<file path="config.mk">
export PLATFORM = sky130hd
export DESIGN_NAME = branch_ctrl
export DESIGN_NICKNAME = d
export VERILOG_FILES = /design/src/rtl/branch_ctrl.sv
export SDC_FILE = /design/constraint.sdc
export NUM_CORES = 1
export LEC_CHECK = 0
export CAP_MARGIN = 20
export CORE_ASPECT_RATIO = 1.4
export CORE_UTILIZATION = 35
export DETAILED_ROUTE_END_ITERATION = 16
export REMOVE_ABC_BUFFERS = 1
export SETUP_SLACK_MARGIN = 0.4
export SLEW_MARGIN = 20
export SYNTH_ARGS = -nofsm -noshare
export SYNTH_HDL_FRONTEND = slang
export SYNTH_SLANG_ARGS = --single-unit
</file>
<file path="constraint.sdc">
create_clock -name clk -period 5.25 [get_ports clk]
set_clock_uncertainty 0.1 [all_clocks]
set_input_delay 1.05 -clock clk [delete_from_list [all_inputs] [get_ports clk]]
set_output_delay 1.05 -clock clk [all_outputs]
set_load 0.02 [all_outputs]
</file>
<file path="src/rtl/branch_ctrl.sv">
// branch_ctrl: 6502-style branch / JMP resolver with cycle-accurate latency.
// Ports: clk, rst (sync, active-high); start + opcode/jmp_ind/flags/pc_in/
//   operand request; mem_req/mem_addr/mem_ack/mem_data pointer read port;
//   busy, done, pc_load, pc_out, err result.
// Option: define JMP_IND_PAGE_BUG_EN for the NMOS page-wrap pointer fetch.
module branch_ctrl #(
   parameter int TIMEOUT_CYCLES = 16
) (
   input  logic        clk,
   input  logic        rst,
   input  logic        start,
   input  logic [7:0]  opcode,
   input  logic        jmp_ind,
   input  logic        flag_c,
   input  logic        flag_z,
   input  logic        flag_n,
   input  logic        flag_v,
   input  logic [15:0] pc_in,
   input  logic [15:0] operand,
   output logic        mem_req,
   output logic [15:0] mem_addr,
   input  logic        mem_ack,
   input  logic [7:0]  mem_data,
   output logic        busy,
   output logic        done,
   output logic        pc_load,
   output logic [15:0] pc_out,
   output logic        err
);

   localparam int CW = $clog2(TIMEOUT_CYCLES + 1);
   localparam logic [CW-1:0] T_MAX = CW'(TIMEOUT_CYCLES);

   localparam logic [7:0] OP_BCC = 8'h04;
   localparam logic [7:0] OP_BCS = 8'h05;
   localparam logic [7:0] OP_BEQ = 8'h06;
   localparam logic [7:0] OP_BMI = 8'h07;
   localparam logic [7:0] OP_BNE = 8'h08;
   localparam logic [7:0] OP_BPL = 8'h09;
   localparam logic [7:0] OP_BVC = 8'h0A;
   localparam logic [7:0] OP_BVS = 8'h0B;
   localparam logic [7:0] OP_JMP = 8'h1C;

   typedef enum logic [2:0] {
      S_IDLE,
      S_EVAL,
      S_ADD,
      S_FIX,
      S_IND_LO,
      S_IND_HI,
      S_DONE
   } state_t;

   state_t state_q, state_d;

   logic [7:0]    op_q;
   logic          ind_q;
   logic          c_q, z_q, n_q, v_q;
   logic [15:0]   pc_q;
   logic [15:0]   opnd_q;
   logic [7:0]    lo_q, lo_d;
   logic [CW-1:0] cnt_q, cnt_d, cnt_inc;
   logic [15:0]   pc_out_q, pc_out_d;
   logic          load_q, load_d;
   logic          err_q, err_d;

   logic          is_br, is_jmp, taken;
   logic          go_ind, go_abs, br_take, br_skip;
   logic [15:0]   br_off, br_tgt, hi_addr;
   logic          page_x;

   // Opcode class decode on the latched request
   assign is_br  = (op_q >= OP_BCC) && (op_q <= OP_BVS);
   assign is_jmp = (op_q == OP_JMP);

   always_comb begin
      taken = 1'b0;
      case (op_q)
         OP_BCC:  taken = ~c_q;
         OP_BCS:  taken =  c_q;
         OP_BEQ:  taken =  z_q;
         OP_BMI:  taken =  n_q;
         OP_BNE:  taken = ~z_q;
         OP_BPL:  taken = ~n_q;
         OP_BVC:  taken = ~v_q;
         OP_BVS:  taken =  v_q;
         default: taken = 1'b0;
      endcase
   end

   // Mutually exclusive so the EVAL decoder can be a unique case
   assign go_ind  = is_jmp &  ind_q;
   assign go_abs  = is_jmp & ~ind_q;
   assign br_take = is_br  &  taken;
   assign br_skip = is_br  & ~taken;

   assign br_off = {{8{opnd_q[7]}}, opnd_q[7:0]};
   assign br_tgt = pc_q + br_off;
   assign page_x = (br_tgt[15:8] != pc_q[15:8]);

`ifdef JMP_IND_PAGE_BUG_EN
   // NMOS quirk: pointer high byte never carries into the page
   assign hi_addr = {opnd_q[15:8], opnd_q[7:0] + 8'd1};
`else
   assign hi_addr = opnd_q + 16'd1;
`endif

   assign cnt_inc = cnt_q + 1'b1;

   always_comb begin
      state_d  = state_q;
      pc_out_d = pc_out_q;
      load_d   = 1'b0;
      err_d    = 1'b0;
      lo_d     = lo_q;
      cnt_d    = cnt_q;
      unique case (state_q)
         S_IDLE: begin
            if (start) state_d = S_EVAL;
         end
         S_EVAL: begin
            unique case (1'b1)
               go_ind: begin
                  state_d = S_IND_LO;
                  cnt_d   = '0;
               end
               go_abs: begin
                  state_d  = S_DONE;
                  pc_out_d = opnd_q;
                  load_d   = 1'b1;
               end
               br_take: begin
                  state_d = S_ADD;
               end
               br_skip: begin
                  state_d  = S_DONE;
                  pc_out_d = pc_q;
               end
               default: begin
                  state_d  = S_DONE;
                  pc_out_d = pc_q;
                  err_d    = 1'b1;
               end
            endcase
         end
         S_ADD: begin
            pc_out_d = br_tgt;
            if (page_x) begin
               state_d = S_FIX;
            end else begin
               state_d = S_DONE;
               load_d  = 1'b1;
            end
         end
         S_FIX: begin
            // pc_out_q already holds the target
            state_d = S_DONE;
            load_d  = 1'b1;
         end
         S_IND_LO: begin
            if (mem_ack) begin
               lo_d    = mem_data;
               cnt_d   = '0;
               state_d = S_IND_HI;
            end else if (cnt_inc == T_MAX) begin
               state_d  = S_DONE;
               pc_out_d = pc_q;
               err_d    = 1'b1;
            end else begin
               cnt_d = cnt_inc;
            end
         end
         S_IND_HI: begin
            if (mem_ack) begin
               state_d  = S_DONE;
               pc_out_d = {mem_data, lo_q};
               load_d   = 1'b1;
            end else if (cnt_inc == T_MAX) begin
               state_d  = S_DONE;
               pc_out_d = pc_q;
               err_d    = 1'b1;
            end else begin
               cnt_d = cnt_inc;
            end
         end
         S_DONE: begin
            state_d = S_IDLE;
         end
         default: begin
            state_d = S_IDLE;
         end
      endcase
   end

   always_ff @(posedge clk) begin
      if (rst) begin
         state_q  <= S_IDLE;
         op_q     <= '0;
         ind_q    <= 1'b0;
         c_q      <= 1'b0;
         z_q      <= 1'b0;
         n_q      <= 1'b0;
         v_q      <= 1'b0;
         pc_q     <= '0;
         opnd_q   <= '0;
         lo_q     <= '0;
         cnt_q    <= '0;
         pc_out_q <= '0;
         load_q   <= 1'b0;
         err_q    <= 1'b0;
      end else begin
         state_q  <= state_d;
         lo_q     <= lo_d;
         cnt_q    <= cnt_d;
         pc_out_q <= pc_out_d;
         load_q   <= load_d;
         err_q    <= err_d;
         if (state_q == S_IDLE && start) begin
            op_q   <= opcode;
            ind_q  <= jmp_ind;
            c_q    <= flag_c;
            z_q    <= flag_z;
            n_q    <= flag_n;
            v_q    <= flag_v;
            pc_q   <= pc_in;
            opnd_q <= operand;
         end
      end
   end

   assign busy    = (state_q != S_IDLE);
   assign done    = (state_q == S_DONE);
   assign pc_load = done & load_q;
   assign err     = done & err_q;
   assign pc_out  = pc_out_q;
   assign mem_req = (state_q == S_IND_LO) || (state_q == S_IND_HI);

   always_comb begin
      mem_addr = '0;
      if (state_q == S_IND_LO) mem_addr = opnd_q;
      if (state_q == S_IND_HI) mem_addr = hi_addr;
   end

endmodule

</file>
* Word-level counts from Yosys, hierarchy flattened
Index checks and enable logic that the tools add are counted. W data, S select, Z words.
Word-level totals: register bits 79, logic and storage cells 94, output and inout port bits 37, input bits 57
Cells by class: equality and inequality tests 22, reduce and logical (&&, ||, !) cells 13, mux-type cells 28, $add $sub $neg 3, bitwise operators 12, $lt $le $gt $ge 2
Operators with widths (count):
- $mux W16 | 5
- $pmux W16 S4 | 1
- $eq A8 B3 Y1 const B | 4
- $eq A8 B4 Y1 const B | 4
- $pmux W16 S2 | 1
- $mux W5 | 4
- $pmux W3 S6 | 1
- $add A16 B1 Y16 const B | 1
- $add A16 B16 Y16 | 1
- $mux W3 | 5
- $pmux W5 S3 | 1
- $ne A2 B2 Y1 const B | 5
- $eq A3 B3 Y1 const B | 3
- $eq A8 B5 Y1 const B | 1
- $ge A8 B3 Y1 const B | 1
- $le A8 B4 Y1 const B | 1
- $ne A8 B8 Y1 | 1
- $pmux W1 S8 | 1
- $and A1 B1 Y1 | 6
- $eq A3 B2 Y1 const B | 2
- $mux W1 | 6
- $not A1 Y1 | 6
- $pmux W3 S2 | 1
- $reduce_and A3 Y1 | 2
- other kinds (13) | 16

* Logic depth before layout (Yosys ltp)
depth in word-level cells 7, gate-level depth with buffers 11, depth with buffers taken out 11

* Worst setup path after synthesis
Ideal clock, no wire load.
path kind reg-to-output, start register opnd_q[3], end output port mem_addr[15], stages on the path, launching flop included 9, required time 4100 ps, path slack 2372 ps, data arrival time 1728 ps, path buffers 0, path through dfxtp_1 -> and3_1 -> and3_1 -> and2_1 -> and4_1 -> nand3_1 -> nor2_1 -> xnor2_1 -> nor2_1
Between the ends: cells in the longest elaborated chain, start to end 2
RTL lines:
- from (decl) | RTL line 60 | logic [15:0] opnd_q;
- from (signal assigned) | RTL line 226 | opnd_q <= operand;
- $add A16 B1 Y16 | RTL line 105 | assign hi_addr = opnd_q + 16'd1;
- $mux W16 | RTL line 241 | if (state_q == S_IND_HI) mem_addr = hi_addr;
- to (decl) | RTL line 21 | output logic [15:0] mem_addr,
No other way between the ends.

* Final worst setup path
Same ends and word-level chain as after synthesis.

==> flow_metrics.env <==
export IMPL_finalSetupViolCount=0
export IMPL_min_period_ps=3877
export IMPL_power_internal_mw=1.783
export IMPL_ctsResizeCount=0
export IMPL_first_pass_iters=5
export IMPL_pwr_density_cell_mw_per_mm2=475.8
export IMPL_status="finished, final reports clean"
export IMPL_clkPwrFrac_pct=23.2
export IMPL_cts_made_buffers=9
export IMPL_ioPinCount=94
export IMPL_hp_class="reg2reg"
export IMPL_reg2reg_depth=6
export IMPL_drt_iter0_markers=358
export IMPL_clockRootBuffer="clkbuf_16"
export IMPL_grt_max_degree=54
export IMPL_p_leak_nw=2.374
export IMPL_synth_warnings=0
export IMPL_cp_depth=9
export IMPL_ys_seq_area_share_pct=30.11
export IMPL_drive_above_1_share_pct=5.013
export IMPL_tns_ps=0
export IMPL_ir_worst_vdd_mv=0.2152
export IMPL_critPathLaunchType="register"
export IMPL_drv_cap=0
export IMPL_rsz0062_at_grt="no"
export IMPL_drc=0
export IMPL_viasPerCell=5.476
export IMPL_final_util_pct=45.16
export IMPL_period_share_pct=73.84
export IMPL_path_clk_slew_ps=60
export IMPL_antenna_found_initial=0
export IMPL_worst_setup_path_end_kind="output port"
export IMPL_crit_required_ps=4100
export IMPL_numPortBuffers=93
export IMPL_crit_family="simple AND/OR/NAND/NOR gates"
export IMPL_cts_hold_fix_buffers=0
export IMPL_clock_latency_ps=340
export IMPL_wl_um=16140
export IMPL_netlist_area_mm2=0.005253
export IMPL_r2r_start="state_q[1]$_SDFFE_PP0P_"
export IMPL_finalPower_mw=3.131
export IMPL_gp_congestion=0.8564
export IMPL_min_path_cells=2
export IMPL_whs_endpoint="v_q$_SDFFE_PP0P_"
export IMPL_initial_core_util_pct=36.04
export IMPL_critPathLaunch="opnd_q[3]$_SDFFE_PP0P_"
export IMPL_clk_path_buf_depth=2
export IMPL_synth_simple_area_share_pct=26.01
export IMPL_gr_total_overflow=0
export IMPL_hpwl_um=11840
export IMPL_area_delta_synth_final_pct=25.30
export IMPL_swShare_pct=43.06
export IMPL_post_cts_buffers=0
export IMPL_slew_viol_final=0
export IMPL_synth_mux_area_share_pct=6.503
export IMPL_combPwrFrac_pct=47.0
export IMPL_async_flop_share_pct=0
export IMPL_die_w_um=105.5
export IMPL_wl_per_cell_um=16.69
export IMPL_grt_total_usage_pct=21.06
export IMPL_netlist_area_leader_share_pct=30.11
export IMPL_ant_nets=0
export IMPL_power_frac_seq_pct=29.8
export IMPL_syn_area_per_cell_um2=7.388
export IMPL_synthAdderAreaFrac_pct=4.431
export IMPL_hold_violations=0
export IMPL_synth_main_ff_cell="dfxtp_1"
export IMPL_synth_largest_area_cell="dfxtp_1"
export IMPL_clock_sinks=79
export IMPL_synth_edf_count=0
export IMPL_worstSetupPathType="reg2out"
export IMPL_nets=848
export IMPL_tightest_slew_ps=1039
export IMPL_synth_most_common_cell="nand2_1"
export IMPL_final_area_mm2=0.006581
export IMPL_synth_cells=711
export IMPL_ys_top_cells_by_count="nand2_1, a21oi_1, dfxtp_1, nor2_1, clkbuf_1"
export IMPL_die_h_um=147.0
export IMPL_switching_power_mw=1.348
export IMPL_yosysUniqueCellTypes=65
export IMPL_ys_ff_latch=79
export IMPL_layoutNonFillerInstCount=967
export IMPL_dieArea_mm2=0.01551
export IMPL_synth_top_family_by_area="simple AND/OR/NAND/NOR gates"
export IMPL_dp_cells=951
export IMPL_synth_area_top_cells="dfxtp_1, nand2_1, a21oi_1"
export IMPL_min_from="v_q$_SDFFE_PP0P_"
export IMPL_synth_xor_area_share_pct=5.288
export IMPL_rrSetupSlack_ps=2010
export IMPL_diodes=0
export IMPL_slew_headroom_pct=30.48
export IMPL_placed_area_mm2=0.006242
export IMPL_core_area_mm2=0.01457
export IMPL_fillCellCount=1520
export IMPL_cp_max_fo=7
export IMPL_grt_pass1_vias=5210
export IMPL_cpMaxStageDelayCell="clkdlybuf4s50_1"
export IMPL_regArea_mm2=0.001582
export IMPL_synth_compound_area_share_pct=22.46
export IMPL_num_vias=5295
export IMPL_r2r_end="pc_out[11]$_SDFFE_PP0P_"
export IMPL_grt_pass1_wl_um=26170
export IMPL_htreeDepth=3
export IMPL_crit_chain="and3_1, and3_1, and2_1, and4_1, nand3_1, nor2_1, xnor2_1, nor2_1, clkdlybuf4s50_1"
export IMPL_rows=52
export IMPL_path_buf_inv=1
export IMPL_slowest_delay_ps=630
export IMPL_clock_fmax_mhz=257.9
export IMPL_tritoncts="yes"
export IMPL_critical_path_arrival_ps=2730
export IMPL_multi_input_area_mm2=0.003401
## how the worst max path moves through the flow
| stage | slack [ps] | to |
|---|---|---|
| 2_1_floorplan | 2370 | mem_addr[15] |
| 3_3_place_gp | 1810 | mem_addr[15] |
| 3_5_place_dp | 1690 | pc_out[6]$_SDFFE_PP0P_ |
| 4_1_cts | 1370 | mem_req |
| 5_1_grt | 1100 | mem_addr[15] |
| 6_report | 1370 | mem_addr[15] |
## power by group through the flow
stage | clock, mW | combinational (mW) | sequential [mW]
finish | 0.727 | 1.47 | 0.932
global route | 0.763 | 1.61 | 0.957
CTS | 0.737 | 1.47 | 0.929
detailed placement | 0 | 1.47 | 0.941
global placement | 0 | 1.44 | 0.934
floorplan | 0 | 0.943 | 0.926
## layer usage
metal  vias to the layer above  GRT usage [%]  wire length [um]  part of all wire (%)
li1                       2599              -                 -                     -
met1                      2501          25.70              6941                    43
met2                       158          36.35              8005                    50
met3                        37          3.549               731                   4.5
met4                         0          8.958               465                   2.9
met5                         -              0                 0                     0
## metrics by stage
step	hold slack, ps	worst slack (ps)
final	352.0	1373
after floorplan	325.7	2372
after detailed placement	345.4	1688
after global placement	343.3	1806
after CTS	354.4	1365
after global routing	394.3	1099
## placed cells by master, fill, tap and decap left out, types with 3 or more instances in the layout
| cell type | count |
|---|---|
| o21a_1 | 6 |
| o21ai_0 | 25 |
| nor2b_1 | 4 |
| nor3_1 | 14 |
| buf_4 | 5 |
| dfxtp_1 | 79 |
| nand4_1 | 6 |
| nor2_1 | 61 |
| o22ai_1 | 5 |
| a211o_1 | 3 |
| and2_1 | 9 |
| a2111oi_0 | 4 |
| a21oi_1 | 85 |
| xor2_1 | 17 |
| inv_1 | 16 |
| xnor2_1 | 12 |
| o221ai_1 | 3 |
| a21o_1 | 6 |
| nand2b_1 | 7 |
| clkdlybuf4s50_1 | 92 |
| and3_1 | 11 |
| o211ai_1 | 3 |
| ha_1 | 17 |
| a211oi_2 | 3 |
| nand2_1 | 160 |
| bufinv_16 | 3 |
| mux2i_1 | 33 |
| nor3b_1 | 4 |
| nand3_1 | 12 |
| a31oi_1 | 3 |
| clkbuf_16 | 9 |
| a211oi_1 | 10 |
## registers in the layout (all words and copies together), names as in the netlist
register,count
opnd_q,16
pc_q,16
ind_q,1
pc_out,16
state_q,3
lo_q,8
cnt_q,5
c_q,1
load_q,1
op_q,8
n_q,1
err_q,1
z_q,1
v_q,1
## layout make-up
cell class	count	share of cell area, %
Multi-Input combinational cell	569	51.67
Sequential cell	79	24.03
Timing Repair Buffer	98	14.64
Tap cell	189	3.593
Clock buffer	11	3.536
Clock inverter	5	1.616
Inverter	16	0.9125
## kinds of logic after synthesis
| group | Yosys count |
|---|---|
| AND/OR/NAND/NOR | 304 |
| XOR/XNOR | 30 |
| multiplexers | 34 |
| flip-flops | 79 |
| adder cells (fa/ha/maj) | 18 |
| AO/OA/AOI/OAI | 183 |
| buffers and inverters | 63 |
## tightest hold or removal path, stage by stage, from the launching register on
cell and delay (ps):
dfxtp_1 310, nand2_1 50, a21oi_1 50
No activity file was read; power rests on OpenSTA's default activity.
